==> src/rtl/mult_pkg.sv <==
// mult_pkg: shared state encoding, default width and counter width for the multiplier
package mult_pkg;
  typedef enum logic [1:0] {IDLE = 2'b00, RUN = 2'b01, FINISH = 2'b10} state_t;
  localparam int DEF_WIDTH = 32;
  function automatic int cnt_w(input int w);
    return $clog2(w) + 1;
  endfunction
  localparam int CW = cnt_w(DEF_WIDTH);
endpackage

==> src/rtl/shift_add_multiplier_if.sv <==
// shift_add_multiplier_if: Start/Signed/A/B request from the control unit, Busy/Done/Hi/Lo back
interface shift_add_multiplier_if #(parameter int WIDTH = 32);
  logic             Start;
  logic             Signed;
  logic [WIDTH-1:0] A;
  logic [WIDTH-1:0] B;
  logic             Busy;
  logic             Done;
  logic [WIDTH-1:0] Hi;
  logic [WIDTH-1:0] Lo;
  modport master (output Start, Signed, A, B, input Busy, Done, Hi, Lo);
  modport slave (input Start, Signed, A, B, output Busy, Done, Hi, Lo);
endinterface

==> src/rtl/iteration_counter.sv <==
// iteration_counter: step counter with registered saturating terminal flag K (ports Clk, Reset, Load, K)
module iteration_counter import mult_pkg::*; #(parameter int WIDTH = DEF_WIDTH) (
  input  logic Clk,
  input  logic Reset,
  input  logic Load,
  output logic K
);
  localparam int LCW = cnt_w(WIDTH);
  logic [LCW-1:0] cnt_q, cnt_d;
  logic k_d;
  // The load edge is itself the first step, so K rises on the edge that
  // issues the last iteration and the FSM can leave RUN on the following edge.
  always_comb begin
    cnt_d = Load ? LCW'(1) : K ? cnt_q : cnt_q + LCW'(1);
    k_d = cnt_d == LCW'(WIDTH);
  end
  always_ff @(posedge Clk or posedge Reset)
    if (Reset) begin
      cnt_q <= '0;
      K <= 1'b0;
    end else begin
      cnt_q <= cnt_d;
      K <= k_d;
    end
endmodule

==> src/rtl/shift_add_multiplier.sv <==
// shift_add_multiplier: sequential signed/unsigned shift-and-add multiplier into Hi/Lo (Clk, Reset, bus slave)
module shift_add_multiplier import mult_pkg::*; #(parameter int WIDTH = DEF_WIDTH) (
  input logic Clk,
  input logic Reset,
  shift_add_multiplier_if.slave bus
);
  localparam int PW = 2 * WIDTH + 1;
  state_t state_q, state_d;
  logic [PW-1:0] p_q, p_d;
  logic [WIDTH-1:0] mcand_q, mcand_d, hi_q, hi_d, lo_q, lo_d;
  logic neg_q, neg_d, done_q, done_d, load, k;
  logic [WIDTH:0] upper;
  logic [2*WIDTH-1:0] prod;
  iteration_counter #(.WIDTH(WIDTH)) u_cnt (.Clk(Clk), .Reset(Reset), .Load(load), .K(k));
  // Magnitudes are held unsigned, so -0x80000000 is the valid magnitude 2^(WIDTH-1).
  assign upper = {1'b0, p_q[2*WIDTH-1:WIDTH]} + (p_q[0] ? {1'b0, mcand_q} : '0);
  assign prod = neg_q ? -p_q[2*WIDTH-1:0] : p_q[2*WIDTH-1:0];
  always_comb begin
    state_d = state_q;
    p_d = p_q;
    mcand_d = mcand_q;
    neg_d = neg_q;
    hi_d = hi_q;
    lo_d = lo_q;
    done_d = 1'b0;
    load = 1'b0;
    case (state_q)
      IDLE: if (bus.Start) begin
        state_d = RUN;
        load = 1'b1;
        mcand_d = bus.Signed && bus.A[WIDTH-1] ? -bus.A : bus.A;
        neg_d = bus.Signed && (bus.A[WIDTH-1] ^ bus.B[WIDTH-1]);
        p_d = {{(WIDTH+1){1'b0}}, bus.Signed && bus.B[WIDTH-1] ? -bus.B : bus.B};
      end
      RUN: begin
        p_d = {upper, p_q[WIDTH-1:0]} >> 1;
        state_d = k ? FINISH : RUN;
      end
      FINISH: begin
        {hi_d, lo_d} = prod;
        done_d = 1'b1;
        state_d = IDLE;
      end
      default: state_d = IDLE;
    endcase
  end
  always_ff @(posedge Clk or posedge Reset)
    if (Reset) begin
      state_q <= IDLE;
      p_q <= '0;
      mcand_q <= '0;
      neg_q <= 1'b0;
      hi_q <= '0;
      lo_q <= '0;
      done_q <= 1'b0;
    end else begin
      state_q <= state_d;
      p_q <= p_d;
      mcand_q <= mcand_d;
      neg_q <= neg_d;
      hi_q <= hi_d;
      lo_q <= lo_d;
      done_q <= done_d;
    end
  assign bus.Busy = state_q != IDLE;
  assign bus.Done = done_q;
  assign bus.Hi = hi_q;
  assign bus.Lo = lo_q;
endmodule

==> src/flat_wrapper.sv <==
// flat-port wrapper written by rule: the top's interface ports become plain ports
module shift_add_multiplier_flat import mult_pkg::*;
#(parameter int WIDTH = DEF_WIDTH)
  (Clk, Reset, bus_Start, bus_Signed, bus_A, bus_B, bus_Busy, bus_Done, bus_Hi, bus_Lo);
  shift_add_multiplier_if #(.WIDTH(WIDTH)) bus_i ();
  input logic Clk;
  input logic Reset;
  input wire logic [$bits(bus_i.Start)-1:0] bus_Start;
  input wire logic [$bits(bus_i.Signed)-1:0] bus_Signed;
  input wire logic [$bits(bus_i.A)-1:0] bus_A;
  input wire logic [$bits(bus_i.B)-1:0] bus_B;
  output wire logic [$bits(bus_i.Busy)-1:0] bus_Busy;
  output wire logic [$bits(bus_i.Done)-1:0] bus_Done;
  output wire logic [$bits(bus_i.Hi)-1:0] bus_Hi;
  output wire logic [$bits(bus_i.Lo)-1:0] bus_Lo;
  assign bus_i.Start = bus_Start;
  assign bus_i.Signed = bus_Signed;
  assign bus_i.A = bus_A;
  assign bus_i.B = bus_B;
  assign bus_Busy = bus_i.Busy;
  assign bus_Done = bus_i.Done;
  assign bus_Hi = bus_i.Hi;
  assign bus_Lo = bus_i.Lo;
  shift_add_multiplier #(.WIDTH(WIDTH)) u_core (.Clk(Clk), .Reset(Reset), .bus(bus_i));
endmodule
==> config.mk <==
export PLATFORM = sky130hd
export DESIGN_NAME = shift_add_multiplier_flat
export DESIGN_NICKNAME = d
export VERILOG_FILES = /design/src/rtl/mult_pkg.sv /design/src/rtl/shift_add_multiplier_if.sv /design/src/rtl/iteration_counter.sv /design/src/rtl/shift_add_multiplier.sv /design/src/flat_wrapper.sv
export SDC_FILE = /design/constraint.sdc
export NUM_CORES = 1
export LEC_CHECK = 0
export BUFFER_PORTS_ARGS = -buffer_cell sky130_fd_sc_hd__buf_4
export CAP_MARGIN = 40
export CORE_MARGIN = 4
export CORE_UTILIZATION = 46
export DETAILED_ROUTE_END_ITERATION = 12
export PLACE_DENSITY = 0.66
export SYNTH_ARGS = -nofsm -noshare
export SYNTH_HDL_FRONTEND = slang
export SYNTH_HIERARCHICAL = 1
export SYNTH_SLANG_ARGS = --single-unit
==> constraint.sdc <==
create_clock -name Clk -period 5.95 [get_ports Clk]
set_input_delay 0.2975 -clock Clk [delete_from_list [all_inputs] [get_ports Clk]]
set_output_delay 0.2975 -clock Clk [all_outputs]
set_load 0.02 [all_outputs]
==> results.ini <==
[cells_and_area]
fin_area_um2 = 12800
areaGrowthSynthToFinish_pct = 16.9
antenna_cells = 0
layout_commonest_cell = o21ai_0
layout_common_cells = o21ai_0 (193), nand2_1 (180), dfrtp_1 (170)
drive_gt1_frac = 0.150
fin_nets = 1470

[detailed_routing]
drt_first_pass_iters = 5
final_antenna_net_count = 0
drtIter0Drc = 855
drc_errors = 0
drt-total-wl_um = 28200
vias_per_cell = 5.59
avgRoutedWirePerCell_um = 16.6
routed-via-count = 9482

[clocking]
cts_root_buffer = clkbuf_16
postCtsSetupBuffers = 0
cts_tree = yes
ctsHoldBuffers = 1
h-tree-depth = 4
clock_latency_ns = 0.43
cts_resized = 0
numCtsBuffers = 17
cts.sinks = 171
clk_pin_slew_worst_paths_ns = 0.07
cts_buffer_depth = 2

[synthesis]
synth_nets = 1379
yosys_warnings = 6
yosysSeqAreaShare = 0.389
synth_cells = 1274
yosysUniqueCellTypes = 75
synth_compound_area_frac = 0.220
avgSynthCellArea_um2 = 8.62
netlist.area_leader.share = 0.389
ys.flop_type = dfrtp_1
synthMuxAreaShare = 0.00364
synth_area_leaders = dfrtp_1 (39%), o21ai_0 (8.8%), xor2_1 (8.1%), nand2_1 (6.2%), ha_1 (4.1%)
synth_xor_area_frac = 0.123
synth_top_cell_by_area = dfrtp_1
synth-edff-count = 0
yosys.area_share.adder = 0.0428
async_flop_share = 1.00
synth_top_family_by_area = compound AO/OA/AOI/OAI gates
syn_area_um2 = 11000
yosys.area_share.simple = 0.186
ys_ff_latch = 171

[critical_path]
path_class = flip-flop to flip-flop
rrSetupSlack_ns = 2.27
crit_family = simple AND/OR/NAND/NOR gates
worst-r2r-cell-count = 10
path_buf_inv = 1
cp_slowest_cell = or3_1
worstPathArrival_ns = 3.99
max_stage_delay_ns = 0.59
start_kind = flip-flop
reg2reg_from = u_core/p_q[0]
path_cells = inv_1, ha_1, or3b_2, nor4_1, nand4_1, or3_1, or2_1, o21ai_1, xor2_1, o21ai_1
cp-end-kind = flip-flop
cp_max_fo = 9
crit_required_ns = 6.26
crit_top_cell = o21ai_1
r2r_end = u_core/bus.Hi[30]

[sta]
tightest_slew_ns = 0.897
final_hold_viol_count = 0
finalSetupViolCount = 0
fmax_mhz = 271
rsz0062_at_grt = false
relSlewSlack = 0.402
report.final.slew_viol_count = 0
clock_skew_ns = 0.00779
fin_tns_setup_ns = 0
post-route-min-period_ns = 3.68
fin_crit_sh = 0.619

[worst_hold_path]
hold_start = bus_Signed
hp-class = input pin to flip-flop
whs_endpoint = u_core/mcand_q[31]
hold_depth = 2

[grt]
grt_overflow = 0
grt_pass1_wl_um = 46500
grt_pass1_vias = 9172
grt_usage = 0.215
grt_max_degree = 97
antenna_found_initial = 0

[power_and_ir_drop]
total_power_uw = 6140
vdd_drop_max_mv = 0.187
power_density_nw_per_um2 = 478
p_leak_uw = 0.00557

[die]
rows = 56
fp.dieH_um = 163
start_util = 0.468
core_area_um2 = 23500
chipWidth_um = 163
ios = 134
die-area_um2 = 26400

[place]
portBuffers = 133
dp_hpwl_um = 21500
routabilityCongestion = 0.913
place_area_um2 = 12300

[outcome]
status = complete, no violations

[job]
cap_violations = 0

[state kept, by name (all words and copies together), names as in the netlist]
| signal | cells |
|---|---|
| u_core/mcand_q | 32 |
| u_core/neg_q | 1 |
| u_core/bus.Lo | 32 |
| u_core/bus.Hi | 32 |
| u_core/p_q | 64 |
| u_core/u_cnt/K | 1 |
| u_core/bus.Done | 1 |
| u_core/state_q | 2 |
| u_core/u_cnt/cnt_q | 6 |
[per-stage QoR]
stage          hold slack (ns)   util  setup slack [ns]  instances
2_1_floorplan            0.101      -              1.22       1274
3_3_place_gp             0.288  0.518              1.89       1660
3_5_place_dp             0.299  0.523              2.32       1664
4_1_cts                  0.127  0.547              2.31       1697
5_1_grt                  0.146  0.547              2.12       1697
6_report                 0.147  0.547              2.27       1697
[worst register-to-register path: stages, from the launching register on]
cell     delay, ns
dfrtp_1       0.45
inv_1         0.10
ha_1          0.15
or3b_2        0.49
nor4_1        0.54
nand4_1       0.58
or3_1         0.60
or2_1         0.27
o21ai_1       0.16
xor2_1        0.16
o21ai_1       0.07
[logic make-up after synthesis]
logic type,Yosys count
mux,4
buf+inv,96
flops,171
compound gates,403
simple gates,410
xor+xnor,153
fa+ha+maj,37
[how the worst max path moves through the flow]
| stage | slack (ns) | cells after the start | startpoint | end |
|---|---|---|---|---|
| global route | 2.12 | 10 | u_core/p_q[0] | u_core/bus.Hi[30] |
| detailed placement | 2.32 | 10 | u_core/p_q[0] | u_core/bus.Hi[30] |
| floorplan | 1.22 | 1 | Reset | u_core/bus.Done |
| global placement | 1.89 | 10 | u_core/p_q[0] | u_core/bus.Hi[22] |
| CTS | 2.31 | 10 | u_core/p_q[0] | u_core/bus.Hi[30] |
| finish | 2.27 | 10 | u_core/p_q[0] | u_core/bus.Hi[30] |
[metal layers]
| metal | vias up | wire [µm] | global-route usage |
|---|---|---|---|
| li1 | 4711 | - | - |
| met1 | 4440 | 12900 | 0.297 |
| met2 | 291 | 12900 | 0.345 |
| met3 | 40 | 1800 | 0.0400 |
| met4 | 0 | 582 | 0.0675 |
| met5 | - | 0 | 0 |
[report_power, final]
group	switching [µW]	internal (µW)	leakage [µW]
logic	1700	1260	0.00322
clock network	471	587	0.000264
registers	530	1600	0.00208
[Yosys cell counts, drive strengths merged (4+ instances only)]
library cell	count
o41ai	11
buf	8
and2	35
xnor2	49
or2	10
xor2	104
dfrtp	171
nand2b	12
nor4	12
a22oi	23
and3	6
nand4	7
nand3	17
a211oi	6
mux2i	4
nor2b	5
inv	24
a21o	12
o31ai	31
a21oi	64
clkbuf	63
or3	18
o21bai	7
o22ai	16
or4	19
o21a	4
nand3b	5
nor3	15
nor2	54
nand2	181
a31oi	8
o21ai	201
ha	36
[final cells by class]
type	instances	area, µm²
well taps	319	399
multi-input cells	1007	6350
repair buffers	143	1150
fillers	2187	10600
inverters	25	98.8
clock buffers	18	439
clock inverters	14	123
flip-flops and latches	171	4280
No activity file was read; power rests on OpenSTA's default activity.
